$ cat src/rtl/riscv_ctrl_pkg.sv
// Shared encodings for the multi-cycle RV32I control sequencer.
package riscv_ctrl_pkg;

  // Instruction bits [6:2] of each supported opcode class
  localparam logic [4:0] OP_R      = 5'b01100;
  localparam logic [4:0] OP_I_ALU  = 5'b00100;
  localparam logic [4:0] OP_LOAD   = 5'b00000;
  localparam logic [4:0] OP_STORE  = 5'b01000;
  localparam logic [4:0] OP_BRANCH = 5'b11000;
  localparam logic [4:0] OP_JAL    = 5'b11011;
  localparam logic [4:0] OP_JALR   = 5'b11001;
  localparam logic [4:0] OP_SYSTEM = 5'b11100;

  typedef enum logic [2:0] {
    S_IDLE   = 3'd0,
    S_FETCH  = 3'd1,
    S_DECODE = 3'd2,
    S_EXEC   = 3'd3,
    S_MEM    = 3'd4,
    S_WB     = 3'd5,
    S_HALT   = 3'd6,
    S_TRAP   = 3'd7
  } state_t;

  localparam logic [1:0] PC_PLUS4  = 2'd0;
  localparam logic [1:0] PC_BRANCH = 2'd1;
  localparam logic [1:0] PC_JAL    = 2'd2;
  localparam logic [1:0] PC_JALR   = 2'd3;

  localparam logic [1:0] WB_ALU = 2'd0;
  localparam logic [1:0] WB_MEM = 2'd1;
  localparam logic [1:0] WB_PC4 = 2'd2;

  localparam logic [1:0] TRAP_NONE    = 2'd0;
  localparam logic [1:0] TRAP_ILLEGAL = 2'd1;
  localparam logic [1:0] TRAP_TIMEOUT = 2'd2;

  // One-hot opcode class
  typedef struct packed {
    logic r;
    logic i_alu;
    logic load;
    logic store;
    logic branch;
    logic jal;
    logic jalr;
    logic system;
  } opclass_t;

endpackage

$ cat src/rtl/opclass_decode.sv
// Combinational opcode -> one-hot class decode with illegal-opcode flag.
module opclass_decode
  import riscv_ctrl_pkg::*;
(
  input  logic [4:0] i_opcode,
  output opclass_t   o_class,
  output logic       o_illegal
);

  // Exact-match each class; anything unmatched is illegal
  always_comb begin
    o_class        = '0;
    o_class.r      = (i_opcode == OP_R);
    o_class.i_alu  = (i_opcode == OP_I_ALU);
    o_class.load   = (i_opcode == OP_LOAD);
    o_class.store  = (i_opcode == OP_STORE);
    o_class.branch = (i_opcode == OP_BRANCH);
    o_class.jal    = (i_opcode == OP_JAL);
    o_class.jalr   = (i_opcode == OP_JALR);
    o_class.system = (i_opcode == OP_SYSTEM);
    o_illegal      = ~(|o_class);
  end

endmodule

$ cat src/rtl/multicycle_sequencer.sv
// Multi-cycle FETCH/DECODE/EXEC/MEM/WB control FSM with memory wait-state
// timeout trap, ecall halt/display and retired-instruction counter.
module multicycle_sequencer
  import riscv_ctrl_pkg::*;
#(
  parameter int CNT_W   = 32,
  parameter int TIMEOUT = 16
) (
  input  logic             clk,
  input  logic             rst_n,
  input  logic [4:0]       opcode,
  input  logic             halt_req,
  input  logic             br_taken,
  input  logic             mem_ready,
  input  logic             resume,
  output logic             mem_read,
  output logic             mem_write,
  output logic             ir_write,
  output logic             pc_write,
  output logic [1:0]       pc_src,
  output logic             reg_write,
  output logic [1:0]       wb_sel,
  output logic             alu_src_b,
  output logic             ecall_show,
  output logic             halted,
  output logic [1:0]       trap_cause,
  output logic [CNT_W-1:0] instret
);

  // Wait count value on the last permitted waiting cycle
  localparam logic [7:0] WAIT_LAST = 8'(TIMEOUT - 1);

  state_t           r_state;
  state_t           w_next;
  logic [7:0]       r_wait;
  logic [CNT_W-1:0] r_instret;
  logic [1:0]       r_trap_cause;
  opclass_t         w_class;
  logic             w_illegal;
  logic             w_retire;
  logic             w_trap_set;
  logic [1:0]       w_trap_val;

  opclass_decode u_opclass_decode (
    .i_opcode  (opcode),
    .o_class   (w_class),
    .o_illegal (w_illegal)
  );

  // Next-state and per-state datapath enables
  always_comb begin
    w_next     = r_state;
    mem_read   = 1'b0;
    mem_write  = 1'b0;
    ir_write   = 1'b0;
    pc_write   = 1'b0;
    pc_src     = PC_PLUS4;
    reg_write  = 1'b0;
    wb_sel     = WB_ALU;
    alu_src_b  = 1'b0;
    ecall_show = 1'b0;
    halted     = 1'b0;
    w_retire   = 1'b0;
    w_trap_set = 1'b0;
    w_trap_val = TRAP_NONE;
    case (r_state)
      S_IDLE: w_next = S_FETCH;
      S_FETCH: begin
        mem_read = 1'b1;
        if (mem_ready) begin
          ir_write = 1'b1;
          pc_write = 1'b1;
          w_next   = S_DECODE;
        end else if (r_wait == WAIT_LAST) begin
          w_next     = S_TRAP;
          w_trap_set = 1'b1;
          w_trap_val = TRAP_TIMEOUT;
        end
      end
      S_DECODE: begin
        if (w_illegal) begin
          w_next     = S_TRAP;
          w_trap_set = 1'b1;
          w_trap_val = TRAP_ILLEGAL;
        end else begin
          w_next = S_EXEC;
        end
      end
      S_EXEC: begin
        alu_src_b = w_class.i_alu | w_class.load | w_class.store | w_class.jalr;
        if (w_class.r || w_class.i_alu) begin
          w_next = S_WB;
        end else if (w_class.load || w_class.store) begin
          w_next = S_MEM;
        end else if (w_class.branch) begin
          pc_write = br_taken;
          pc_src   = PC_BRANCH;
          w_retire = 1'b1;
          w_next   = S_FETCH;
        end else if (w_class.jal || w_class.jalr) begin
          pc_write  = 1'b1;
          pc_src    = w_class.jal ? PC_JAL : PC_JALR;
          reg_write = 1'b1;
          wb_sel    = WB_PC4;
          w_retire  = 1'b1;
          w_next    = S_FETCH;
        end else if (w_class.system) begin
          w_retire = 1'b1;
          if (halt_req) begin
            w_next = S_HALT;
          end else begin
            ecall_show = 1'b1;
            w_next     = S_FETCH;
          end
        end else begin
          // Opcode changed under us after DECODE: treat as illegal
          w_next     = S_TRAP;
          w_trap_set = 1'b1;
          w_trap_val = TRAP_ILLEGAL;
        end
      end
      S_MEM: begin
        mem_write = w_class.store;
        mem_read  = ~w_class.store;
        if (mem_ready) begin
          if (w_class.store) begin
            w_retire = 1'b1;
            w_next   = S_FETCH;
          end else begin
            w_next = S_WB;
          end
        end else if (r_wait == WAIT_LAST) begin
          w_next     = S_TRAP;
          w_trap_set = 1'b1;
          w_trap_val = TRAP_TIMEOUT;
        end
      end
      S_WB: begin
        reg_write = 1'b1;
        wb_sel    = w_class.load ? WB_MEM : WB_ALU;
        w_retire  = 1'b1;
        w_next    = S_FETCH;
      end
      S_HALT: begin
        halted = 1'b1;
        if (resume) w_next = S_FETCH;
      end
      S_TRAP: halted = 1'b1;
      default: w_next = S_IDLE;
    endcase
  end

  // State register
  always_ff @(posedge clk or negedge rst_n) begin
    if (!rst_n) r_state <= S_IDLE;
    else        r_state <= w_next;
  end

  // Wait counter: counts unanswered cycles in FETCH/MEM, else held at zero
  always_ff @(posedge clk or negedge rst_n) begin
    if (!rst_n) begin
      r_wait <= '0;
    end else if ((r_state == S_FETCH || r_state == S_MEM) &&
                 w_next == r_state && !mem_ready) begin
      r_wait <= r_wait + 8'd1;
    end else begin
      r_wait <= '0;
    end
  end

  // Retired-instruction counter, wraps naturally
  always_ff @(posedge clk or negedge rst_n) begin
    if (!rst_n)        r_instret <= '0;
    else if (w_retire) r_instret <= r_instret + 1'b1;
  end

  // Trap cause, sticky until reset
  always_ff @(posedge clk or negedge rst_n) begin
    if (!rst_n)          r_trap_cause <= TRAP_NONE;
    else if (w_trap_set) r_trap_cause <= w_trap_val;
  end

  assign trap_cause = r_trap_cause;
  assign instret    = r_instret;

endmodule

$ cat config.mk
export PLATFORM = sky130hd
export DESIGN_NAME = multicycle_sequencer
export DESIGN_NICKNAME = d
export VERILOG_FILES = /design/src/rtl/riscv_ctrl_pkg.sv /design/src/rtl/opclass_decode.sv /design/src/rtl/multicycle_sequencer.sv
export SDC_FILE = /design/constraint.sdc
export NUM_CORES = 1
export LEC_CHECK = 0
export CAP_MARGIN = 20
export CORE_MARGIN = 2
export CORE_UTILIZATION = 40
export DETAILED_ROUTE_END_ITERATION = 12
export PLACE_DENSITY = 0.66
export SLEW_MARGIN = 25
export SYNTH_ARGS = -nofsm -noshare
export SYNTH_HDL_FRONTEND = slang
export SYNTH_SLANG_ARGS = --single-unit
$ cat constraint.sdc
create_clock -name clk -period 5.25 [get_ports clk]
set_input_delay 1.05 -clock clk [delete_from_list [all_inputs] [get_ports clk]]
set_output_delay 1.05 -clock clk [all_outputs]
set_load 0.1 [all_outputs]
==> flow_summary.toml, run 1 <==
[run_status]
status = "finished clean"

[global_route]
antenna_found_initial = 0
grt-ovfl-total = 0
track_usage_pct = 16.7
grt_pass1_wl_mm = 8.51
grt_pass1_vias = 1793
grt_max_degree = 46

[setup_path]
reg2reg_depth = 5
cp-end-kind = "output pin"
crit_fanout = 9
criticalPathCategory = "in2out"
timing.rr.start = "r_state[1]"
crit_required_ps = 4200
arrival_ps = 2790
regToRegSetupSlack_ps = 2630
rr_endpoint = "instret[30]"
cp-start-kind = "input pin"
worstSetupStartpoint = "opcode[4]"

[clocking]
cts_root_buffer = "clkbuf_8"
cts.sinks = 45
clockBufferDepth = 2
cts_tree = "yes"
clk-insertion-delay-late_ps = 290
h-tree-depth = 2
clkTransAtPathRegs_ps = 80
cts_buffers = 5
postCtsSetupRepairBufs = 0
cts.repair.resized = 0
postCtsHoldBufs = 0

[pwr]
max-vdd-ir-drop_v = 0.000430
power_mw = 1.22
power.leakage_nw = 1.34
powerDensity_mw_per_mm2 = 396

[timing]
fin_skew_ps = 6.11
period_share_pct = 73.1
setup_tns_ps = 0
finalSetupViolCount = 0
fin_ws_ps = 1410
hold_slack_ps = 476
rsz0062_at_grt = "false"
min_period_ps = 3840
drv_slew = 0
max_slew_margin_pct = 34.5
hold_violations = 0
tightest_slew_ps = 979
fmax_mhz = 260

[placed_design]
post-dp-hpwl_mm = 3.69
place.gp.congestion = 0.828
dp_cells = 366
io_buffer_count = 56
dp_slack_ps = 1420
place_area_mm2 = 0.00299

[die]
start_util_pct = 40.9
chipWidth_um = 81.6
fp.dieH_um = 81.6
fp-row-count = 28
num_io_pins = 57
core_mm2 = 0.00589
die_area_mm2 = 0.00666

[route]
wl_per_cell_um = 13.6
routed-via-count = 1963
dr.pass1.iters = 4
drc = 0
route.antenna.remaining_nets = 0
route.met3.wl_um = 262
dr.max_layer_used = "met4"
drt_iter0_markers = 96
wl_met2_mm = 2.22
routed_wl_mm = 5.07
viasPerCell = 5.25
detail_route.wirelength.met1_mm = 2.49

[hold_path]
min_path_type = "reg2reg"
min_to = "r_wait[0]"
hold_depth = 1
hold_start = "r_wait[0]"

[synth]
synth_nets = 257
async_flop_share_pct = 100
syn-instance-count = 244
synth_edf_count = 0
ys_ff_latch = 45
synthFlopType = "dfrtp_1"
synth.avg_cell_area_um2 = 9.88
synth-warning-count = 0
yosysSeqAreaShare_pct = 46.7
yosysUniqueCellTypes = 48
synth_area_mm2 = 0.00241

[finish]
fill_cells = 557
drive_above_1_share_pct = 10.4
fin_util_pct = 52.6
synthToLayoutAreaGrowth_pct = 28.5
final_nets = 311
final_cells = 374
final_cell_area_mm2 = 0.00310
num_antenna_cells = 0

[job]
drv_cap = 0
layout by cell type, fill, tap and decap left out, types with 3 or more instances in the layout:
cell             netlist  final
nand3_1               14     14
clkdlybuf4s50_1        0     44
nor2b_1                4      4
clkbuf_8               0      7
a21oi_1                7      7
and3_1                16     16
inv_1                  6      6
buf_4                  1     13
dfrtp_1               45     45
nor2_1                17     17
o21ai_0                9      9
nand4_1                9      9
nand2_1               23     23
nor3_1                 5      5
xnor2_1               27     27
nand2b_1               5      5
nor4_1                 3      3
xor2_1                 9      9
state kept, by name (all words and copies together), names as in the netlist:
name        flops
r_state         3
instret        32
trap_cause      2
r_wait          8
how the worst max path moves through the flow:
stage	endpoint	slack [ps]	cells past startpoint
4_1_cts	pc_write	1410	5
6_report	pc_write	1410	5
5_1_grt	pc_write	1320	5
3_3_place_gp	pc_write	1450	5
2_1_floorplan	pc_write	370	4
3_5_place_dp	pc_write	1420	5
cell usage after synthesis (all sizes together) (2+ instances only):
cell type	count	area share, %
a21oi	7	1.5
nand4	11	3.4
dfrtp	45	47
and3	16	4.2
nand3	14	2.9
a21boi	2	0.62
xor2	9	3.3
inv	6	0.93
nor2b	4	1.0
nor3	5	1.0
nor3b	2	0.62
nor2	17	2.6
a211oi	3	1.5
buf	4	1.5
and2	2	0.52
o21ai	9	1.9
nor4	4	1.7
and3b	2	0.73
nand2b	5	1.3
xnor2	27	9.8
clkbuf	6	0.93
nand2	23	3.6
ha	2	1.0
critical path, stage by stage:
cell             delay (ps)
clkdlybuf4s50_1         660
and3_1                  260
nand2_1                 160
o32ai_1                 320
buf_4                   330
per-layer routing:
layer	track usage, %	vias up
met2	25.7	56
met5	0	-
li1	-	968
met1	22.7	932
met3	4.51	7
met4	6.00	0
cells by family (layout without fill, tap and decap cells):
group,after synthesis,count (layout),share of synthesized area (%)
simple gates,112,112,26.1
mux,1,1,0.467
flops,45,45,46.7
fa+ha+maj,2,2,1.04
xor+xnor,36,36,13.1
compound gates,32,32,9.29
buf+inv,16,71,3.32
area by class of cell:
class	count	area, µm²	area share, %
well taps	75	93.8	3.03
clock buffers	7	96.3	3.11
multi-input cells	183	1210	39.2
flip-flops and latches	45	1130	36.4
inverters	6	22.5	0.727
clock inverters	1	5.00	0.162
repair buffers	57	538	17.4
power breakdown:
group / total [mW] / switching [mW] / internal, mW
combinational: 0.552 / 0.411 / 0.141
clock: 0.234 / 0.115 / 0.119
sequential: 0.439 / 0.0584 / 0.381
total: 1.22 / 0.584 / 0.641
(Power assumes the default switching activity.)
==> run 2, diff against run 1 <==
- PLACE_DENSITY: 0.66 -> 0.69
- clock period: 5.25 -> 3.5 ns (I/O delays scaled with it)
==> run 2 against run 1 <==
  * Register-to-register slack got worse by 1500 ps
  * Setup slack got worse by 1100 ps
  * Cell count rose by 1.3%
  * Routed wire length rose by 7.6%
  * Die area did not move
  * Global-route usage rose by 0.80 points
  * Power rose by 54%
  * Via count rose by 3.8%
  * Sequential share of layout area fell by 1.7 points
  * First-iteration DRC count rose by 4.2%
  * Largest cell class unchanged
  * Combinational power rose by 61%
  * Clock power rose by 41%
==> flow_summary.toml, run 2 (synthesis gave the netlist of run 1 again) <==
[run_status]
status = "finished clean"

[die]
chipWidth_um = 81.6
num_io_pins = 57
core_mm2 = 0.00589
fp.dieH_um = 81.6
start_util_pct = 40.9
fp-row-count = 28
die_area_mm2 = 0.00666

[clocking]
cts.sinks = 45
postCtsSetupRepairBufs = 0
postCtsHoldBufs = 0
cts_root_buffer = "clkbuf_8"
cts_tree = "yes"
cts.repair.resized = 0
clkTransAtPathRegs_ps = 90
cts_buffers = 5
clk-insertion-delay-late_ps = 300
h-tree-depth = 2
clockBufferDepth = 2

[global_route]
antenna_found_initial = 0
grt-ovfl-total = 0
track_usage_pct = 17.5
grt_pass1_vias = 1879
grt_max_degree = 46
grt_pass1_wl_mm = 8.98

[finish]
mostFrequentLayoutCells = "45 x dfrtp_1, 37 x clkdlybuf4s50_1, 27 x xnor2_1"
multi_input_area_mm2 = 0.00123
fill_cells = 528
final_common_cell = "dfrtp_1"
num_antenna_cells = 0
final_cell_area_mm2 = 0.00325
final_nets = 316
register_area_mm2 = 0.00113
largest_reg_flops = 32
drive_above_1_share_pct = 15.1
synthToLayoutAreaGrowth_pct = 34.8

[setup_path]
cp-end-kind = "output pin"
cp-start-kind = "input pin"
slowest_delay_ps = 660
slowest_stage = "clkdlybuf4s50_1"
criticalPathCategory = "in2out"
arrival_ps = 2470
path_buf_inv = 2
cp_cell_sequence = "clkdlybuf4s50_1 > and3_1 > nand2_1 > nor3b_2 > or2_2 > buf_12"
path_delay_family = "simple AND/OR/NAND/NOR gates"
crit_fanout = 9
crit_required_ps = 2800
regToRegSetupSlack_ps = 1160

[timing]
tightest_slew_ps = 980
drv_slew = 0
hold_violations = 0
rsz0062_at_grt = "false"
finalSetupViolCount = 0
fin_ws_ps = 329
fin_skew_ps = 7.68
fmax_mhz = 315
period_share_pct = 90.6
min_period_ps = 3170
hold_slack_ps = 388
max_slew_margin_pct = 34.5

[placed_design]
io_buffer_count = 56
place_area_mm2 = 0.00316
place.gp.congestion = 0.867
post-dp-hpwl_mm = 3.97
dp_slack_ps = 335

[route]
routed-via-count = 2038
drc = 0
viasPerCell = 5.38
route.met3.wl_um = 327
wl_per_cell_um = 14.4
dr.pass1.iters = 4
dr.max_layer_used = "met4"
route.antenna.remaining_nets = 0
drt_iter0_markers = 100
wl_met2_mm = 2.56
detail_route.wirelength.met1_mm = 2.46
routed_wl_mm = 5.45

[pwr]
power.leakage_nw = 1.40
powerDensity_mw_per_mm2 = 579
max-vdd-ir-drop_v = 0.000485

[job]
drv_cap = 0

[hold_path]
min_path_type = "in2async"
run 2: worst paths after layout:
path | to | startpoint | depth (start not counted)
max in group asynchronous | instret[25] | rst_n | 1
min in group clk | r_wait[0] | r_wait[0] | 1
worst max register to register | instret[17] | r_state[1] | 6
worst max-delay path | reg_write | opcode[4] | 6
worst min-delay path | instret[27] | rst_n | 1
worst min register to register | r_wait[0] | r_wait[0] | 1
run 2: layout make-up:
type	instances	share of cell area [%]
clock buffers	5	2.12
multi-input cells	183	37.9
clock inverters	3	0.693
repair buffers	62	21.0
well taps	75	2.89
flip-flops and latches	45	34.7
inverters	6	0.693
run 2: power by group:
group | switching, mW | leakage, nW | internal [mW] | total (mW)
clock | 0.188 | 0.0481 | 0.142 | 0.330
sequential | 0.0911 | 0.601 | 0.572 | 0.663
combinational | 0.641 | 0.746 | 0.248 | 0.889
run 2: stage by stage:
step / std cells / utilization [%] / setup TNS, ps / total power, mW
2_1_floorplan: 244 / - / -1250 / 1.32
3_3_place_gp: 371 / 53.6 / 0 / 1.55
3_5_place_dp: 371 / 53.6 / 0 / 1.56
4_1_cts: 379 / 55.2 / 0 / 1.89
5_1_grt: 379 / 55.2 / 0 / 1.96
6_report: 379 / 55.2 / 0 / 1.88
run 2: routing by layer:
metal	global-route usage [%]	vias up
li1	-	974
met1	24.8	992
met2	25.9	63
met3	4.40	9
met4	6.50	0
met5	0	-
==> run 3, diff against run 2 <==
- GPL_ROUTABILITY_DRIVEN: default -> 0
- PLACE_DENSITY: 0.69 -> 0.65
==> run 3 against run 2 <==
  * Power decreased by 0.67%
  * Combinational power decreased by 0.7%
  * Setup slack got worse by 21 ps
  * Sequential share of layout area increased by 0.23 points
  * Cell count decreased by 0.53%
  * Clock skew increased by 2.8 ps
  * Count of clock-buffer cells in the layout unchanged
  * Die area unchanged
==> flow_summary.toml, run 3 (synthesis gave the netlist of run 1 again) <==
[timing]
drv_slew = 0
rsz0062_at_grt = "false"
fmax_mhz = 313
fin_ws_ps = 308
hold_violations = 0
tightest_slew_ps = 985
max_slew_margin_pct = 34.1
finalSetupViolCount = 0
period_share_pct = 91.2
fin_skew_ps = 10.5
min_period_ps = 3190

[clocking]
cts.repair.resized = 0
cts_buffers = 5
h-tree-depth = 2
clkTransAtPathRegs_ps = 80
cts.sinks = 45
clk-insertion-delay-late_ps = 300
postCtsHoldBufs = 0
postCtsSetupRepairBufs = 0
clockBufferDepth = 2
cts_tree = "yes"
cts_root_buffer = "clkbuf_8"

[setup_path]
crit_required_ps = 2800
timing.rr.start = "r_state[1]"
worstSetupStartpoint = "opcode[4]"
slowest_stage = "clkdlybuf4s50_1"
cp-end-kind = "output pin"
cp_cell_sequence = "clkdlybuf4s50_1 > and3_1 > nand2_1 > nor3b_2 > or2_2 > buf_12"
slowest_delay_ps = 660
cp-start-kind = "input pin"
arrival_ps = 2490
path_buf_inv = 2
path_delay_family = "simple AND/OR/NAND/NOR gates"
criticalPathCategory = "in2out"
crit_fanout = 9

[pwr]
max-vdd-ir-drop_v = 0.000592
powerDensity_mw_per_mm2 = 579
power.leakage_nw = 1.39

[finish]
multi_input_area_mm2 = 0.00123
num_antenna_cells = 0
final_cells = 377
mostFrequentLayoutCells = "45 x dfrtp_1, 35 x clkdlybuf4s50_1, 27 x xnor2_1"
drive_above_1_share_pct = 15.2
synthToLayoutAreaGrowth_pct = 34.0
final_nets = 314
largest_reg_flops = 32
fill_cells = 546
final_common_cell = "dfrtp_1"
register_area_mm2 = 0.00113

[global_route]
grt-ovfl-total = 0
grt_pass1_wl_mm = 9.01
grt_pass1_vias = 1903
grt_max_degree = 46
track_usage_pct = 17.4
antenna_found_initial = 0

[route]
drc = 0
routed-via-count = 1974
drt_iter0_markers = 88
viasPerCell = 5.24
dr.pass1.iters = 4
wl_per_cell_um = 14.3
routed_wl_mm = 5.39
route.antenna.remaining_nets = 0

[die]
fp.dieH_um = 81.6
num_io_pins = 57
fp-row-count = 28
chipWidth_um = 81.6
start_util_pct = 40.9
core_mm2 = 0.00589
die_area_mm2 = 0.00666

[placed_design]
dp_slack_ps = 321
post-dp-hpwl_mm = 3.99
io_buffer_count = 56
dp_cells = 369

[run_status]
status = "finished clean"

[hold_path]
min_path_type = "in2async"

[job]
drv_cap = 0
-- run 3: cell count changes in the layout (fill, tap and decap cells not counted) --
cell,previous run,this run
inv_6,0,1
clkinvlp_4,0,1
clkdlybuf4s50_1,37,35
clkinv_4,2,0
-- run 3: stage by stage --
step           TNS [ps]  total power [mW]  instance area (µm²)  hold slack (ps)  utilization, %
2_1_floorplan     -1250              1.32                 2440              404               -
3_3_place_gp          0              1.55                 3140              455            53.3
3_5_place_dp          0              1.56                 3140              467            53.3
4_1_cts               0              1.88                 3230              483            54.8
5_1_grt               0              1.97                 3230              444            54.8
6_report              0              1.87                 3230              396            54.8
-- run 3: worst register-to-register path, stage by stage, from the launching register on --
cell	delay (ps)
dfrtp_1	560
nand2b_1	320
or4b_4	570
a211oi_4	240
buf_4	240
and3b_1	200
xor2_1	140
-- run 3: final cells by class --
cell class | instances | share of cell area [%]
multi-input combinational | 183 | 38.2
clock buffer | 5 | 2.13
clock inverter | 3 | 0.659
timing repair buffer | 60 | 20.5
inverter | 6 | 0.698
tap | 75 | 2.91
sequential | 45 | 34.9
-- run 3: worst paths after layout --
path,endpoint,slack [ps],cells after the start
max reg2reg,instret[17],1170,6
max,reg_write,310,6
min,r_wait[1],400,1
max in group asynchronous,instret[25],2720,1
min reg2reg,trap_cause[0],480,2
min in group clk,trap_cause[0],480,2
-- run 3: per-layer routing --
metal	vias up	track usage, %	routed length, µm
li1	974	-	-
met1	950	23.1	2540
met2	44	28.0	2540
met3	6	4.18	235
met4	0	5.50	71
met5	-	0	0
-- run 3: report_power, final --
part / internal, mW / switching (mW)
logic: 0.250 / 0.632
registers: 0.571 / 0.0909
clock network: 0.142 / 0.182
total: 0.963 / 0.906
==> variant, RTL diff (flow settings as in run 1) <==
Set the parameter `CNT_W` to 36 (it was 32).
--- a/src/rtl/multicycle_sequencer.sv
+++ b/src/rtl/multicycle_sequencer.sv
@@ -3,7 +3,7 @@
 module multicycle_sequencer
   import riscv_ctrl_pkg::*;
 #(
-  parameter int CNT_W   = 32,
+  parameter int CNT_W   = 36,
   parameter int TIMEOUT = 16
 ) (
   input  logic             clk,
Interface: changed (resized instret); port bits go from 57 to 61. No check against the original RTL was run, so the function may have changed too.
==> variant against run 1 <==
- worst setup slack better by 0.062 ns
- routed wire length is 15% higher
- final area is 9.9% higher
- synthesized cell count is 12% higher
- synthesized area is 12% higher
- first-iteration DRC count is 57% higher
- clock power is 7% lower
- sequential cell count is 4 higher
- combinational power is 3% higher
- global-route usage is 0.15 points lower
- via count is 11% higher
- power is 3.0% higher
- non-clock buffer count is 5 higher
- highest routed layer unchanged
==> variant: results (changes against run 1) <==
Syn_nets -> 287 (+12%)
Vias in the first global route -> 2017 (+12%)
Post-route met1 wirelength -> 2.823 mm (+14%)
Met3 Usage GRT -> 3.176% (-1.3 points)
Grt met2 use -> 25.51% (-0.14 points)
VDD IR-drop max -> 0.3765 mV (-12%)
Share of layout cells above drive strength 1 -> 12.05% (+1.7 points)
Commonest cells in the synthesized netlist -> dfrtp_1 (49), nor2_1 (24), nand2_1 (23), xnor2_1 (22), xor2_1 (18)
First-pass GRT wire length -> 9.825 mm (+15%)
Placer Congestion -> 0.8120 (-1.9%)
Detailed-route via count -> 2184 (+11%)
Setup Skew -> 0.008506 ns (+0.002396 ns)
Clk. pwr -> 217 uW (-7%)
Placement Cell Area -> 3323 sq um (+11%)
GRT Total Usage -> 16.53% (-0.15 points)
GR Util met1 -> 23.87% (+1.2 points)
Top cells by area, synth -> dfrtp_1 (46%), xnor2_1 (7.2%), xor2_1 (5.9%)
Pint -> 651.3 uW (+1.6%)
Library cells used by synthesis -> 46 (-4.2%)
P_seq -> 475 uW (+8.2%)
Place WS -> 1.471 ns (+0.05443 ns)
Mux contribution to synthesized area -> 0.8360% (+0.37 points)
Post-synthesis compound-gate area fraction -> 7.757% (-1.5 points)
DP Cell Count -> 402 (+9.8%)
Power Density -> 370.5 nW/um^2 (-6.3%)
Status -> finished, final reports clean
Slew headroom -> 33.50% (-1.0 points)
Crit-path max cell delay -> 0.62 ns (-0.04 ns)
Adder-cell share of the synthesized area -> 0.9289% (-0.11 points)
Met3 Wirelength -> 227 microns (-13%)
Seq/Total Area, Yosys -> 45.52% (-1.2 points)
# nets final -> 345 (+11%)
Routed wire per std cell -> 14.20 microns (+4.8%)
IO Port Bufs -> 60 (+7.1%)
-- variant: cell types whose count changed after synthesis, moves of 4 or more --
cell,before,now
and3_1,16,3
xor2_1,9,18
dfrtp_1,45,49
inv_1,6,10
nor3_1,5,10
xnor2_1,27,22
nor4_2,0,8
nor2_1,17,24
-- variant: worst paths after layout --
kind / slack [ns] / to / depth (start not counted)
hold reg to reg: 0.46 / r_wait[0]$_DFF_PN0_ / 1
max in group asynchronous: 3.99 / instret[24]$_DFFE_PN0P_ / 2
setup / recovery: 1.47 / mem_read / 6
setup reg to reg: 2.96 / instret[20]$_DFFE_PN0P_ / 5
min in group asynchronous: 0.83 / r_wait[2]$_DFF_PN0_ / 2
hold / removal: 0.46 / r_wait[0]$_DFF_PN0_ / 1
-- variant: area by class of cell --
cell class                      instances  area [sq um]
Sequential cell                        49          1226
Timing Repair Buffer                   62         583.1
Clock buffer                            6         72.57
Inverter                               10         37.54
Multi-Input combinational cell        204          1380
Tap cell                               77         96.34
Clock inverter                          1         8.758
Fill cell                             611          3018
